<file path="config.mk">
export PLATFORM = sky130hd
export DESIGN_NAME = mod_ramp_gen
export DESIGN_NICKNAME = d
export VERILOG_FILES = /design/src/rtl/mod_ramp_gen.sv
export SDC_FILE = /design/constraint.sdc
export NUM_CORES = 1
export LEC_CHECK = 0
export ABC_AREA = 1
export CAP_MARGIN = 15
export CELL_PAD_IN_SITES_DETAIL_PLACEMENT = 1
export CELL_PAD_IN_SITES_GLOBAL_PLACEMENT = 1
export CORE_UTILIZATION = 40
export CTS_CLUSTER_SIZE = 30
export DETAILED_ROUTE_END_ITERATION = 7
export PLACE_DENSITY = 0.93
export RECOVER_POWER = 100
export SYNTH_ARGS = -nofsm -noshare
export SYNTH_HDL_FRONTEND = slang
export SYNTH_SLANG_ARGS = --single-unit
</file>
<file path="constraint.sdc">
create_clock -name i_clk -period 7.5 [get_ports i_clk]
set_input_delay 0.75 -clock i_clk [delete_from_list [all_inputs] [get_ports i_clk]]
set_output_delay 0.75 -clock i_clk [all_outputs]
set_load 0.01 [all_outputs]
</file>
<file path="src/rtl/mod_ramp_gen.sv">
// Square-wave bias modulation, half-period trigger and serrodyne ramp summed into a registered DAC code.
// Outputs registered one clock after their inputs, no backpressure; `define RAMP_SAT_EN for a saturating ramp plus o_ramp_sat.
module mod_ramp_gen #(
  parameter int DAC_BIT = 16,
  parameter int CNT_BIT = 32
) (
  input  logic               i_clk,
  input  logic               i_rst,
  input  logic               i_en,
  input  logic [CNT_BIT-1:0] i_freq_cnt,
  input  logic [DAC_BIT-1:0] i_mod_h,
  input  logic [DAC_BIT-1:0] i_mod_l,
  input  logic [31:0]        i_step,
  input  logic               i_step_sync,
  input  logic [4:0]         i_gain_sel,
  output logic               o_polarity,
  output logic               o_trig,
  output logic [DAC_BIT-1:0] o_dac,
  output logic [31:0]        o_ramp,
  output logic               o_ramp_wrap,
`ifdef RAMP_SAT_EN
  output logic               o_ramp_sat,
`endif
  output logic [1:0]         o_cstate
);

  localparam logic [1:0] IDLE  = 2'd0;
  localparam logic [1:0] MOD_L = 2'd1;
  localparam logic [1:0] MOD_H = 2'd2;

  logic [1:0]         state_q, state_d;
  logic [CNT_BIT-1:0] cnt_q, cnt_d;
  logic               pol_q, pol_d;
  logic               trig_q, trig_d;
  logic [DAC_BIT-1:0] dac_q, dac_d;
  logic [31:0]        ramp_q, ramp_d;
  logic               wrap_q, wrap_d;
`ifdef RAMP_SAT_EN
  logic               sat_q, sat_d;
`endif

  logic [CNT_BIT-1:0] reload_cnt;
  logic signed [31:0] step_sh;
  logic [31:0]        ramp_sum;
  logic               ramp_ovf;
  logic [DAC_BIT-1:0] mod_sel;

  // Counter runs N-1 down to 0, so each half lasts exactly max(i_freq_cnt,2) cycles.
  assign reload_cnt = (i_freq_cnt < CNT_BIT'(2)) ? CNT_BIT'(1) : i_freq_cnt - CNT_BIT'(1);
  assign step_sh    = $signed(i_step) >>> i_gain_sel;
  assign ramp_sum   = ramp_q + step_sh;
  assign ramp_ovf   = (ramp_q[31] == step_sh[31]) && (ramp_sum[31] != ramp_q[31]);

  always_comb begin
    state_d = state_q;
    cnt_d   = cnt_q;
    trig_d  = 1'b0;
    wrap_d  = 1'b0;
    ramp_d  = ramp_q;
    if (!i_en) begin
      state_d = IDLE;
      cnt_d   = '0;
      ramp_d  = '0;
    end else if (state_q == IDLE) begin
      state_d = MOD_L;
      cnt_d   = reload_cnt;
      trig_d  = 1'b1;
      ramp_d  = '0;
    end else begin
      if (cnt_q == '0) begin
        state_d = (state_q == MOD_L) ? MOD_H : MOD_L;
        cnt_d   = reload_cnt;
        trig_d  = 1'b1;
      end else begin
        cnt_d = cnt_q - CNT_BIT'(1);
      end
      if (i_step_sync) begin
`ifdef RAMP_SAT_EN
        ramp_d = ramp_ovf ? (ramp_q[31] ? 32'h8000_0000 : 32'h7FFF_FFFF) : ramp_sum;
`else
        ramp_d = ramp_sum;
        wrap_d = ramp_ovf;
`endif
      end
    end
    pol_d   = (state_d == MOD_H);
    mod_sel = pol_d ? i_mod_h : i_mod_l;
    // DAC sees the ramp and polarity being registered this cycle, not the stale ones.
    dac_d   = (state_d == IDLE) ? '0 : ramp_d[31 -: DAC_BIT] + mod_sel;
`ifdef RAMP_SAT_EN
    sat_d   = (ramp_d == 32'h7FFF_FFFF) || (ramp_d == 32'h8000_0000);
`endif
  end

  always_ff @(posedge i_clk) begin
    if (i_rst) begin
      state_q <= IDLE;
      cnt_q   <= '0;
      pol_q   <= 1'b0;
      trig_q  <= 1'b0;
      dac_q   <= '0;
      ramp_q  <= '0;
      wrap_q  <= 1'b0;
`ifdef RAMP_SAT_EN
      sat_q   <= 1'b0;
`endif
    end else begin
      state_q <= state_d;
      cnt_q   <= cnt_d;
      pol_q   <= pol_d;
      trig_q  <= trig_d;
      dac_q   <= dac_d;
      ramp_q  <= ramp_d;
      wrap_q  <= wrap_d;
`ifdef RAMP_SAT_EN
      sat_q   <= sat_d;
`endif
    end
  end

  assign o_polarity  = pol_q;
  assign o_trig      = trig_q;
  assign o_dac       = dac_q;
  assign o_ramp      = ramp_q;
  assign o_ramp_wrap = wrap_q;
  assign o_cstate    = state_q;
`ifdef RAMP_SAT_EN
  assign o_ramp_sat  = sat_q;
`endif

endmodule

</file>
* After elaboration in Yosys (flattened, before gate mapping) *
Index checks and enable logic that the tools add are counted.
Widths: inputs -> output; s select.

operators by class
  add/sub/neg operators = 4
  magnitude comparators = 1
  equal/unequal tests = 4
  shifts and indexed selects = 1
  mux-type cells = 13
  bitwise operators = 2
  reductions and logical operators = 8

operator list
  cell                   count
  $mux 32                6
  $sub 32x1->32 const B  2
  $add 32x32->32         1
  $logic_not 32->1       1
  $lt 32x2->1 const B    1
  $sshr 32x5->32         1
  $add 16x16->16         1
  $mux 16                1
  $mux 2                 4
  $logic_not 2->1        2
  $reduce_or 2->1        2
  $reduce_or 4->1        1
  $reduce_or 3->1        1
  $eq 2x1->1 const B     1
  $eq 2x2->1 const B     1
  $mux 1                 2
  $not 1->1              2
  $eq 1x1->1             1
  $logic_and 1x1->1      1
  $ne 1x1->1             1

word-level totals
  flip-flop bits (word level) = 85
  input port bits = 105
  output and inout port bits = 53
  logic and storage cells = 41

* Logic depth before layout (Yosys ltp) *
  word-level depth = 8
  gate-level depth with buffers = 35
  mapped depth without buffers = 33

* Worst setup path after synthesis *
No wires, ideal clock.

  path type = input to register
  start = input i_gain_sel[0]
  end = register dac_q[10] (netlist: o_dac[10])
  library setup time = 0.121 ns
  data arrival time = 5.016 ns
  data required time = 7.379 ns
  setup slack = 2.363 ns
  stages = 32
  path buffers = 2
  path through = buf_2 -> clkinv_1 -> buf_2 -> nand2_1 -> nand3_1 -> o21ai_0 -> inv_1 -> nand2_1 -> o21ai_0 -> o21ai_0 -> a22oi_1 -> ha_1 -> fa_1 -> nand2_1 -> o21ai_1 -> a21oi_1 -> o21bai_1 -> nand2_1 -> nand2_1 -> xor2_1 -> o21ai_0 -> inv_1 -> ha_1 -> fa_1 -> nand3_1 -> a31oi_1 -> nor2_1 -> o21ai_0 -> a21boi_0 -> inv_1 -> o21ai_0 -> a21oi_1

between the ends
  word-level cells in the longest chain between the ends = 6

ends and longest elaborated chain
  item                  line  RTL
  from (decl)           15    input logic [4:0] i_gain_sel,
  $sshr 32x5->32        50    assign step_sh = $signed(i_step) >>> i_gain_sel;
  $add 32x32->32        51    assign ramp_sum = ramp_q + step_sh;
  $mux 32               77    if (i_step_sync) begin
  $mux 32               64    end else if (state_q == IDLE) begin
  $mux 32               60    if (!i_en) begin
  net ramp_d[16]        36    logic [31:0] ramp_q, ramp_d;
  $add 16x16->16        89    dac_d = (state_d == IDLE) ? '0 : ramp_d[31 -: DAC_BIT] + mod_sel;
  to (signal assigned)  101   dac_q <= '0;
  to (signal assigned)  112   dac_q <= dac_d;
  to (decl)             35    logic [DAC_BIT-1:0] dac_q, dac_d;

The timed path passes the listed nets, and every way through them passes these cells.
A chain may end at the register's enable or synchronous reset.

* Worst setup path after layout *
  start = input i_gain_sel[0]
  end = register dac_q[12] (netlist: o_dac[12])

The elaborated chain is that of the path after synthesis.

==> impl_metrics.env <==
export IMPL_yosysTopAreaCell="dfxtp_1"
export IMPL_tightest_slew_ns=1.35
export IMPL_period_needed_ns=6.74
export IMPL_core_area_um2=21100
export IMPL_clock_latency_ns=0.36
export IMPL_clk_path_buf_depth=2
export IMPL_syn_to_final_growth_pct=23.8
export IMPL_row_count=53
export IMPL_vias_per_cell=5.51
export IMPL_cellPowerDensity_nw_per_um2=138
export IMPL_hold_buffers=0
export IMPL_hold_slack_ns=0.509
export IMPL_grt_pass1_wl_um=50900
export IMPL_die_area_um2=22100
export IMPL_maxCapViolations=0
export IMPL_syn_inst=1430
export IMPL_overflow=0
export IMPL_wl_per_cell_um=17.0
export IMPL_clkSlewWorstSetupHoldPaths_ns=0.07
export IMPL_required_ns=7.80
export IMPL_cts_buffers=9
export IMPL_track_usage_pct=28.7
export IMPL_hold_path_class="reg2reg"
export IMPL_setup_viol=0
export IMPL_rsz0062_at_grt="false"
export IMPL_vias=10100
export IMPL_maxSlewViolCount=0
export IMPL_place_area_um2=10400
export IMPL_clock_tree_root_cell="clkbuf_16"
export IMPL_crit_path_max_incr_delay_ns=0.57
export IMPL_start_util_pct=40.8
export IMPL_status="finished clean"
export IMPL_crit_path_top_delay_cell="clkinv_1"
export IMPL_critPathLaunchType="primary input"
export IMPL_drc=0
export IMPL_synth_top_area_share_pct=19.8
export IMPL_grt_max_degree=52
export IMPL_leakagePower_uw=0.00518
export IMPL_cts_tree="built"
export IMPL_hold_depth=2
export IMPL_p_total_uw=1470
export IMPL_synth_edf_count=0
export IMPL_yosys_warnings=0
export IMPL_gp_congestion=0.998
export IMPL_post_cts_buffers=0
export IMPL_drtIter0Drc=577
export IMPL_ys_ff_latch=85
export IMPL_slew_headroom_pct=9.46
export IMPL_fillers=2891
export IMPL_multi_input_area_um2=6140
export IMPL_firstDrtPassIters=5
export IMPL_ir_drop_v=0.0000861
export IMPL_tns_ns=0
export IMPL_synth_area_um2=8610
export IMPL_yosys_top_cells_count="372 x nand2_1, 193 x nor2_1, 142 x o21ai_0"
export IMPL_drive_gt1_share_pct=4.73
export IMPL_hold_viol=0
export IMPL_worst_r2r_cell_count=22
export IMPL_ys_top_cells_by_area="dfxtp_1 20%, nand2_1 16%, nor2_1 8.4%, o21ai_0 8.3%, ha_1 7.0%"
export IMPL_io_buffers=157
export IMPL_syn_num_nets=1585
export IMPL_crit_fanout=27
export IMPL_yosysSeqAreaShare_pct=19.8
export IMPL_yosysMostFrequentCell="nand2_1"
export IMPL_fin_skew_ns=0.0101
export IMPL_ys_flop_type="dfxtp_1"
export IMPL_die_w_um=149
export IMPL_cts_resized=0
export IMPL_routed_wl_um=31400
export IMPL_async_reset_ff_share_pct=0
export IMPL_fin_area_um2=10700
export IMPL_syn_avg_cell_area_um2=6.02
export IMPL_crit_type="in2reg"
export IMPL_fmax_ghz=0.148
export IMPL_clock_sinks=85
export IMPL_synth_cell_types=52
export IMPL_cp_arrival_ns=7.03
export IMPL_layout_nets=1716
export IMPL_critical_path_most_common_cell="nand2_1"
export IMPL_cp_end_kind="flip-flop"
export IMPL_antenna_found_initial=0
export IMPL_register_area_um2=1700
export IMPL_io_pins=158
export IMPL_htreeDepth=3
export IMPL_die_h_um=149
export IMPL_ant_nets=0
export IMPL_finalCritPeriodShare_pct=89.8
export IMPL_grt_pass1_vias=10400
export IMPL_hpwl_um=25100
-- where the power goes --
part / total, uW / internal, uW / switching (uW)
clock network: 471 / 263 / 208
registers: 484 / 469 / 14.6
logic: 511 / 195 / 316
-- through the flow --
| step | setup WS, ns | std cells | utilization, % |
|---|---|---|---|
| 2_1_floorplan | 2.36 | 1430 | - |
| 3_3_place_gp | 0.876 | 1825 | 49.3 |
| 3_5_place_dp | 0.588 | 1825 | 49.3 |
| 4_1_cts | 0.887 | 1841 | 50.7 |
| 5_1_grt | 0.141 | 1841 | 50.5 |
| 6_report | 0.762 | 1842 | 50.5 |
-- state kept, by name, indices dropped and copies added (netlist names) --
name,cells
o_dac,16
o_trig,1
cnt_q,32
o_cstate,2
o_polarity,1
o_ramp,32
o_ramp_wrap,1
-- worst max-delay path, delay by kind of cell --
family / cells / cell delay [ns]
AND/OR/NAND/NOR: 11 / 1.20
buffers and inverters: 4 / 1.22
adder cells (fa/ha/maj): 4 / 1.32
XOR/XNOR: 1 / 0.15
AO/OA/AOI/OAI: 12 / 2.36
-- placed cells by master (no fill, tap or decap), types with 9 or more instances in the layout --
master / netlist / routed
a21oi_1: 101 / 101
clkbuf_16: 0 / 9
clkdlybuf4s50_1: 0 / 102
dfxtp_1: 85 / 85
dlygate4sd3_1: 0 / 54
ha_1: 48 / 48
inv_1: 132 / 135
mux2i_1: 12 / 12
nand2_1: 372 / 372
nand3_1: 88 / 88
nand4_1: 13 / 13
nor2_1: 193 / 195
nor3_1: 13 / 13
o211ai_1: 11 / 11
o21ai_0: 142 / 148
or2_2: 12 / 12
xnor2_1: 24 / 24
xor2_1: 27 / 27
-- cell type report --
type,count,share of cell area [%]
well taps,275,3.23
repair buffers,164,15.2
clock inverters,7,0.822
inverters,143,5.08
multi-input cells,1158,57.6
clock buffers,9,2.11
flip-flops and latches,85,16.0
diodes,1,0.0235
-- final timing paths --
path	start	to	slack [ns]
setup reg to reg	o_ramp[0]	o_dac[12]	3.15
setup / recovery	i_gain_sel[0]	o_dac[12]	0.76
hold / removal	o_ramp[0]	o_ramp[0]	0.51
hold reg to reg	o_ramp[0]	o_ramp[0]	0.51
-- logic make-up after synthesis --
| group | Yosys count | share of synthesized area (%) |
|---|---|---|
| and+or+nand+nor | 727 | 36.7 |
| AOI/OAI and AO/OA | 318 | 21.1 |
| buffers and inverters | 187 | 8.42 |
| DFF | 85 | 19.8 |
| xor gates and xnor gates | 51 | 5.19 |
| adders and majority gates | 50 | 7.44 |
| muxes | 12 | 1.40 |
-- metal layers --
layer  part of all wire [%]  global-route usage [%]  vias to the layer above  wire length (um)
li1                       -                       -                     4996                 -
met1                     43                    35.0                     4842             13500
met2                     50                    51.3                      253             15600
met3                    4.6                    3.90                       55              1450
met4                    2.5                    9.43                        0               791
met5                      0                       0                        -                 0
Power figures use the tool's default switching activity.
